[src/rtl/clock_time_set_ctrl.sv]
// Button-driven time-set editor: debounces mode/inc/dec and edits hours -> minutes -> AM/PM for the clock counter.
// Latency: raw button edge -> press event DEBOUNCE_CYCLES+1 clocks; mode press in AM/PM field -> load one cycle later.
// Backpressure: none; ena_i=0 freezes every register, and hold_o tells the counter to stop while editing.
//
// Ports:
//   clk_i, rst_i (sync, active-high), ena_i        clock, reset, global enable
//   sec_tick_i                                      1 Hz one-cycle strobe
//   btn_mode_i, btn_inc_i, btn_dec_i                raw synchronised buttons, active-high
//   cur_hours_i, cur_minutes_i, cur_am_pm_i         live counter time
//   hold_o, load_o                                  counter hold / one-cycle load strobe
//   ld_hours_o, ld_minutes_o, ld_am_pm_o            edited time presented with load_o
//   edit_field_o, blink_o                           display cues: field being edited and its blink phase
module clock_time_set_ctrl #(
    parameter int DEBOUNCE_CYCLES = 10_000,
    parameter int TIMEOUT_SEC     = 10
) (
    input  logic       clk_i,
    input  logic       rst_i,
    input  logic       ena_i,
    input  logic       sec_tick_i,
    input  logic       btn_mode_i,
    input  logic       btn_inc_i,
    input  logic       btn_dec_i,
    input  logic [3:0] cur_hours_i,
    input  logic [5:0] cur_minutes_i,
    input  logic       cur_am_pm_i,
    output logic       hold_o,
    output logic       load_o,
    output logic [3:0] ld_hours_o,
    output logic [5:0] ld_minutes_o,
    output logic       ld_am_pm_o,
    output logic [1:0] edit_field_o,
    output logic       blink_o
);

    localparam int CW = $clog2(DEBOUNCE_CYCLES + 1);
    localparam int TW = $clog2(TIMEOUT_SEC + 1);

    typedef enum logic [2:0] {
        S_RUN,
        S_E_HR,
        S_E_MIN,
        S_E_AP,
        S_COMMIT
    } state_t;

    // ------------------------------------------------------------------
    // Debounce: bit 0 = mode, bit 1 = inc, bit 2 = dec
    // ------------------------------------------------------------------
    logic [2:0] raw_btn;
    logic [2:0] press;

    assign raw_btn = {btn_dec_i, btn_inc_i, btn_mode_i};

    for (genvar i = 0; i < 3; i++) begin : g_db
        logic [CW-1:0] cnt_q;
        logic          stable_q;
        logic          press_q;

        // The press pulse is registered on the same edge the stable value
        // rises, so the editor consumes it DEBOUNCE_CYCLES+1 edges after
        // the raw edge. A falling stable value never raises press_q.
        always_ff @(posedge clk_i) begin
            if (rst_i) begin
                cnt_q    <= '0;
                stable_q <= 1'b0;
                press_q  <= 1'b0;
            end else if (ena_i) begin
                press_q <= 1'b0;
                if (raw_btn[i] == stable_q) begin
                    cnt_q <= '0;
                end else if (cnt_q == CW'(DEBOUNCE_CYCLES - 1)) begin
                    cnt_q    <= '0;
                    stable_q <= raw_btn[i];
                    press_q  <= raw_btn[i];
                end else begin
                    cnt_q <= cnt_q + CW'(1);
                end
            end
        end

        assign press[i] = press_q;
    end

    logic mode_ev, inc_ev, dec_ev, any_ev;
    assign mode_ev = press[0];
    assign inc_ev  = press[1];
    assign dec_ev  = press[2];
    assign any_ev  = mode_ev | inc_ev | dec_ev;

    // ------------------------------------------------------------------
    // Field editor FSM with registered outputs
    // ------------------------------------------------------------------
    state_t        state_q;
    logic          hold_q;
    logic          load_q;
    logic          blink_q;
    logic [1:0]    field_q;
    logic [3:0]    ld_hours_q;
    logic [5:0]    ld_minutes_q;
    logic          ld_am_pm_q;
    logic [TW-1:0] tmo_q;

    always_ff @(posedge clk_i) begin
        if (rst_i) begin
            state_q      <= S_RUN;
            hold_q       <= 1'b0;
            load_q       <= 1'b0;
            blink_q      <= 1'b0;
            field_q      <= 2'd0;
            ld_hours_q   <= 4'd12;
            ld_minutes_q <= 6'd0;
            ld_am_pm_q   <= 1'b0;
            tmo_q        <= '0;
        end else if (ena_i) begin
            load_q <= 1'b0;
            case (state_q)
                S_RUN: begin
                    if (mode_ev) begin
                        state_q      <= S_E_HR;
                        hold_q       <= 1'b1;
                        field_q      <= 2'd1;
                        blink_q      <= 1'b1;
                        ld_hours_q   <= cur_hours_i;
                        ld_minutes_q <= cur_minutes_i;
                        ld_am_pm_q   <= cur_am_pm_i;
                        tmo_q        <= '0;
                    end
                end

                S_E_HR, S_E_MIN, S_E_AP: begin
                    if (any_ev) begin
                        tmo_q <= '0;
                        if (sec_tick_i) begin
                            blink_q <= ~blink_q;
                        end
                        if (mode_ev) begin
                            // mode outranks any inc/dec in the same cycle
                            case (state_q)
                                S_E_HR: begin
                                    state_q <= S_E_MIN;
                                    field_q <= 2'd2;
                                end
                                S_E_MIN: begin
                                    state_q <= S_E_AP;
                                    field_q <= 2'd3;
                                end
                                default: begin
                                    state_q <= S_COMMIT;
                                    field_q <= 2'd0;
                                    blink_q <= 1'b0;
                                    load_q  <= 1'b1;
                                end
                            endcase
                        end else if (inc_ev ^ dec_ev) begin
                            case (state_q)
                                S_E_HR: begin
                                    if (inc_ev) begin
                                        ld_hours_q <= (ld_hours_q == 4'd12) ? 4'd1 : ld_hours_q + 4'd1;
                                    end else begin
                                        ld_hours_q <= (ld_hours_q == 4'd1) ? 4'd12 : ld_hours_q - 4'd1;
                                    end
                                end
                                S_E_MIN: begin
                                    if (inc_ev) begin
                                        ld_minutes_q <= (ld_minutes_q == 6'd59) ? 6'd0 : ld_minutes_q + 6'd1;
                                    end else begin
                                        ld_minutes_q <= (ld_minutes_q == 6'd0) ? 6'd59 : ld_minutes_q - 6'd1;
                                    end
                                end
                                default: begin
                                    ld_am_pm_q <= ~ld_am_pm_q;
                                end
                            endcase
                        end
                    end else if (sec_tick_i) begin
                        if (tmo_q == TW'(TIMEOUT_SEC - 1)) begin
                            // abandon the edit; ld_* keep the edited values but no load
                            state_q <= S_RUN;
                            hold_q  <= 1'b0;
                            field_q <= 2'd0;
                            blink_q <= 1'b0;
                            tmo_q   <= '0;
                        end else begin
                            tmo_q   <= tmo_q + TW'(1);
                            blink_q <= ~blink_q;
                        end
                    end
                end

                S_COMMIT: begin
                    // load_q was raised on entry and drops by default this edge
                    state_q <= S_RUN;
                    hold_q  <= 1'b0;
                    tmo_q   <= '0;
                end

                default: begin
                    state_q <= S_RUN;
                    hold_q  <= 1'b0;
                    field_q <= 2'd0;
                    blink_q <= 1'b0;
                    tmo_q   <= '0;
                end
            endcase
        end
    end

    assign hold_o       = hold_q;
    assign load_o       = load_q;
    assign blink_o      = blink_q;
    assign edit_field_o = field_q;
    assign ld_hours_o   = ld_hours_q;
    assign ld_minutes_o = ld_minutes_q;
    assign ld_am_pm_o   = ld_am_pm_q;

endmodule

[config.mk]
export PLATFORM = sky130hd
export DESIGN_NAME = clock_time_set_ctrl
export DESIGN_NICKNAME = d
export VERILOG_FILES = /design/src/rtl/clock_time_set_ctrl.sv
export SDC_FILE = /design/constraint.sdc
export NUM_CORES = 1
export LEC_CHECK = 0
export CORE_ASPECT_RATIO = 0.8
export CORE_MARGIN = 2
export CORE_UTILIZATION = 35
export DETAILED_ROUTE_END_ITERATION = 6
export DONT_BUFFER_PORTS = 1
export HOLD_SLACK_MARGIN = 0.12
export SLEW_MARGIN = 20
export SYNTH_ARGS = -nofsm -noshare
export SYNTH_HDL_FRONTEND = slang
export SYNTH_SLANG_ARGS = --single-unit
[constraint.sdc]
create_clock -name clk_i -period 2.1 [get_ports clk_i]
set_input_delay 0.315 -clock clk_i [delete_from_list [all_inputs] [get_ports clk_i]]
set_output_delay 0.315 -clock clk_i [all_outputs]
set_load 0.01 [all_outputs]
== Yosys cells after proc, flatten, opt, wreduce, memory -nomap -nowiden ==
Index checks and enable logic that the tools add are counted.
Word-level totals
  bits of input ports: 18
  flip-flop bits (word level): 71
  logic and storage cells: 149
Cells by class
  add/subtract/negate cells: 8
  reduce and logical (&&, ||, !) cells: 16
  equal/unequal tests: 27
  bitwise gates (word level): 9
  multiplexer cells: 71
Operator list (number)
  $mux W14: 6
  $mux W4: 12
  $mux W6: 8
  $add A14 B1 Y14 const B: 3
  $eq A14 B14 Y1 const B: 3
  $mux W1: 25
  $reduce_and A7 Y1: 3
  $ne A2 B2 Y1 const B: 10
  $pmux W4 S2: 2
  $mux W3: 5
  $pmux W3 S2: 2
  $pmux W6 S2: 1
  $reduce_and A3 Y1: 4
  $mux W2: 5
  $reduce_and A5 Y1: 2
  $ne A3 B3 Y1 const B: 3
  $add A4 B1 Y4 const B: 2
  $eq A4 B4 Y1 const B: 2
  $add A6 B1 Y6 const B: 1
  $eq A3 B2 Y1 const B: 2
  $eq A6 B6 Y1 const B: 1
  $logic_not A6 Y1: 1
  $not A1 Y1: 6
  $pmux W2 S3: 1
  17 further kinds: 21

== Depth between registers and ports, before layout ==
  depth after elaboration: 8
  mapped depth: 8
  gate-level depth less buffers: 7

== Least setup slack after synthesis ==
OpenSTA, ideal clock, no wires.
  kind: register -> register
  start point: register g_db[0].cnt_q[11]
  end point: register g_db[0].cnt_q[13]
  path slack: 0.292 ns
  data required time: 1.983 ns
  stages on the path, launching flop included: 6
  buffers on the path: 1
  data arrival time: 1.691 ns
  setup time: 0.117 ns
  cells stage by stage: dfxtp_1 -> or4b_4 -> nor4_4 -> nor3_4 -> buf_6 -> a22o_1
On the way
  word-level cells in the longest chain between the ends: 3
Ends and longest elaborated chain
  start: declaration: line 56  | logic [CW-1:0] cnt_q;
  start signal: assignment: line 77  | cnt_q <= cnt_q + CW'(1);
  $add A14 B1 Y14 or $eq A14 B14 Y1 (tied branches): line 77, 72
  $mux W14 (*): line 72  | end else if (cnt_q == CW'(DEBOUNCE_CYCLES - 1)) begin
  $mux W14 (*): line 70  | if (raw_btn[i] == stable_q) begin
Mark *: on every way between the ends. The rest lies on a longest branch, timed or not.
A chain may end at the register's enable or synchronous reset.

== Worst setup path in the final report ==
  start point: register g_db[1].cnt_q[0]
  end point: register g_db[1].cnt_q[6]
On the way
  word-level cells in the longest chain between the ends: 3
Ends and longest elaborated chain (line)
  start: declaration: 56
  start signal: assignment: 77
  $add A14 B1 Y14 or $eq A14 B14 Y1 (tied branches): 77, 72
  $mux W14 (*): 72
  $mux W14 (*): 70
Marked as above.

==> out/results.txt <==
outcome -> complete, no violations
Yosys reg bits -> 71
Num CTS Buffers -> 9
WP data arrival -> 2.23 ns
via count -> 3808
post-synth top area share -> 34.8%
syn nets -> 544
Max clock buf depth -> 2
Hold Crit Start -> rst_i
drc violations -> 0
Setup Crit Path Kind -> reg -> reg
root buffer cell -> clkbuf_16
grt ovf -> 0
Area contributors post-synth -> dfxtp_1 35%, a21oi_1 5.8%, nand2_1 4.1%
1st-iter DRT viols -> 211
peak ir drop on the vdd network -> 358 uV
Crit. End Element -> flip-flop
GRT Total Usage -> 16.1%
CTS Sinks -> 71
most frequent cell after synthesis -> dfxtp_1
Area after DPL -> 0.00425 sq mm
Post-synth EDFFs -> 0
Most used DFF post-synth -> dfxtp_1
Skew-Pair Late Insertion Delay -> 0.32 ns
Seq/Total Area, Yosys -> 34.8%
Worst R2R Path Depth -> 6
htree depth -> 3
Post-Synthesis Cells -> 515
Unique masters post-synth -> 60
reg2reg setup slack -> 0.12 ns
period utilisation layout -> 94.2%
crit-path cells -> ha_1 > nand3_1 > and4b_1 > nor2_1 > o21ai_0 > a31oi_1
wire per inst -> 14.8 microns
WP data required -> 2.35 ns
Mean Syn Cell Area -> 7.94 sq um
vias per inst -> 5.73
CTS tree -> done
GP Congestion -> 0.791
Worst-path clk slew -> 0.06 ns
first-pass GRT wire length -> 16800 microns
Synth area leader -> dfxtp_1
Power per Cell Area -> 700 mW/mm^2
number of post-CTS setup repair buffers -> 0
clk_skew -> 0.00658 ns
Fmax -> 506 MHz
die height -> 101 microns
DPL Wire Length -> 6600 microns
ys async rst share -> 0%
Initial Util -> 35.6%
Ys Warns -> 0
share of layout cells above drive strength 1 -> 8.51%
n_diodes -> 0
Cell Area, Synth -> 0.00409 sq mm
port bufs -> 0
post-route ant nets -> 0
Crit Path Max Fanout -> 13
Max-Slew Margin vs Limit -> 47.4%
num ports -> 34
die width -> 125 microns
initial antenna violation count -> 0
design area -> 0.00463 sq mm
area grow syn2layout -> 13.2%
final WL -> 9820 microns
maxcap violations -> 0
Reg-to-Reg End -> g_db[1].cnt_q[6]$_SDFFE_PP0P_
Worst path max stage delay -> 0.62 ns
worst setup path start -> g_db[1].cnt_q[0]$_SDFFE_PP0P_
Hold WC Path Type -> in -> reg
placeable core area -> 0.0115 sq mm
final setup violation count -> 0
crit path max-delay cell type -> nor2_1
RSZ-0062 raised after global routing -> no
Post-layout nets -> 541
Row Count -> 35
Reg-to-Reg Start -> g_db[1].cnt_q[0]$_SDFFE_PP0P_
WHS Endpoint -> ld_hours_o[2]$_SDFFE_PP1P_
post-cts sizing count -> 0
LEAKAGE -> 1.59 nW
startpoint types -> flip-flop
fin crit period -> 1.98 ns
setup TNS -> 0 ns
Pre-Repair DR Iteration Count -> 4
vias in the first global route -> 3507
max-slew violations -> 0
Min-Delay Path Depth -> 1
worst slew pin tran -> 0.787 ns
Commonest cells post-synth -> 71 x dfxtp_1, 47 x a21oi_1, 45 x nand2_1
Die ar. -> 0.0126 sq mm
largest net degree at the start of global routing -> 34
Hold Fails Final Rpt -> 0
==> worst max path at each step <==
stage / end / slack (ns)
CTS: g_db[2].cnt_q[11]$_SDFFE_PP0P_ / 0.15
global route: g_db[1].cnt_q[6]$_SDFFE_PP0P_ / 0.0008
floorplan: g_db[0].cnt_q[13]$_SDFFE_PP0P_ / 0.29
global placement: g_db[1].cnt_q[6]$_SDFFE_PP0P_ / 0.19
detailed placement: g_db[2].cnt_q[11]$_SDFFE_PP0P_ / 0.15
finish: g_db[1].cnt_q[6]$_SDFFE_PP0P_ / 0.12
==> worst max-delay path, delay by kind of cell, from the launching register on <==
family	cells	cell delay, ns
compound gates	2	0.40
flops	1	0.34
fa+ha+maj	1	0.23
simple gates	3	0.94
==> flip-flops by register name (all words and copies together) (netlist names) <==
register / count
g_db.cnt_q: 42
ld_minutes_o: 6
ld_hours_o: 4
tmo_q: 4
g_db.stable_q: 3
state_q: 3
edit_field_o: 2
g_db.press_q: 2
blink_o: 1
dec_ev: 1
hold_o: 1
ld_am_pm_o: 1
load_o: 1
==> cells by family after synthesis <==
kind of cell	after synthesis	synth area share, %
multiplexers	6	1.47
adder cells (fa/ha/maj)	11	3.37
XOR/XNOR	22	4.71
AO/OA/AOI/OAI	156	24.6
buffers and inverters	45	4.53
flip-flops	71	34.8
AND/OR/NAND/NOR	204	26.6
==> routing by layer <==
layer,GRT usage [%],vias up,wire length (microns)
li1,-,1891,-
met2,25.3,84,4290
met3,2.60,17,409
met5,0,-,0
met4,7.52,0,192
met1,21.9,1816,4920
==> placed cells by master, fill, tap and decap left out, drive strengths merged, types with 4 or more instances in the layout <==
master / netlist / final
nand3b: 6 / 6
a21oi: 47 / 47
buf: 11 / 15
nor2: 43 / 43
ha: 11 / 11
dfxtp: 71 / 71
or3: 10 / 10
nor4: 9 / 9
nand3: 29 / 29
nand4: 7 / 7
o21ai: 27 / 27
a21o: 11 / 11
nand2: 45 / 45
a211oi: 7 / 7
xnor2: 14 / 14
and3: 7 / 7
nand2b: 8 / 8
clkbuf: 19 / 11
a22oi: 4 / 4
nor3: 19 / 19
xor2: 8 / 8
a22o: 10 / 10
mux2i: 6 / 6
o21a: 4 / 4
inv: 15 / 15
a31oi: 21 / 21
==> per-stage QoR <==
step / worst slack [ns] / hold slack [ns] / util (%) / cells / total power [W]
floorplan: 0.292 / 0.430 / - / 515 / 0.00147
global placement: 0.186 / 0.395 / 37.0 / 647 / 0.00148
detailed placement: 0.147 / 0.395 / 37.0 / 647 / 0.00148
CTS: 0.147 / 0.124 / 40.3 / 664 / 0.00327
global route: 0.000797 / 0.125 / 40.3 / 665 / 0.00335
finish: 0.122 / 0.137 / 40.3 / 665 / 0.00324
==> layout make-up <==
type	instances	area [sq um]
Multi-Input combinational cell	399	2480
Fill cell	1167	6850
Timing Repair Buffer	16	135
Sequential cell	71	1420
Clock inverter	5	105
Inverter	15	56.3
Clock buffer	11	243
Tap cell	148	185
==> timing repair <==
item                                    4_1_cts  5_1_grt
endpoints found under the setup margin        0        0
endpoints found under the hold margin        33        1
hold buffers                                  1        1
==> power by group <==
part           internal (W)  switching (W)
Sequential          0.00135     0.00000828
Combinational     0.0000388      0.0000650
Clock               0.00119       0.000581
(Power assumes the default switching activity.)
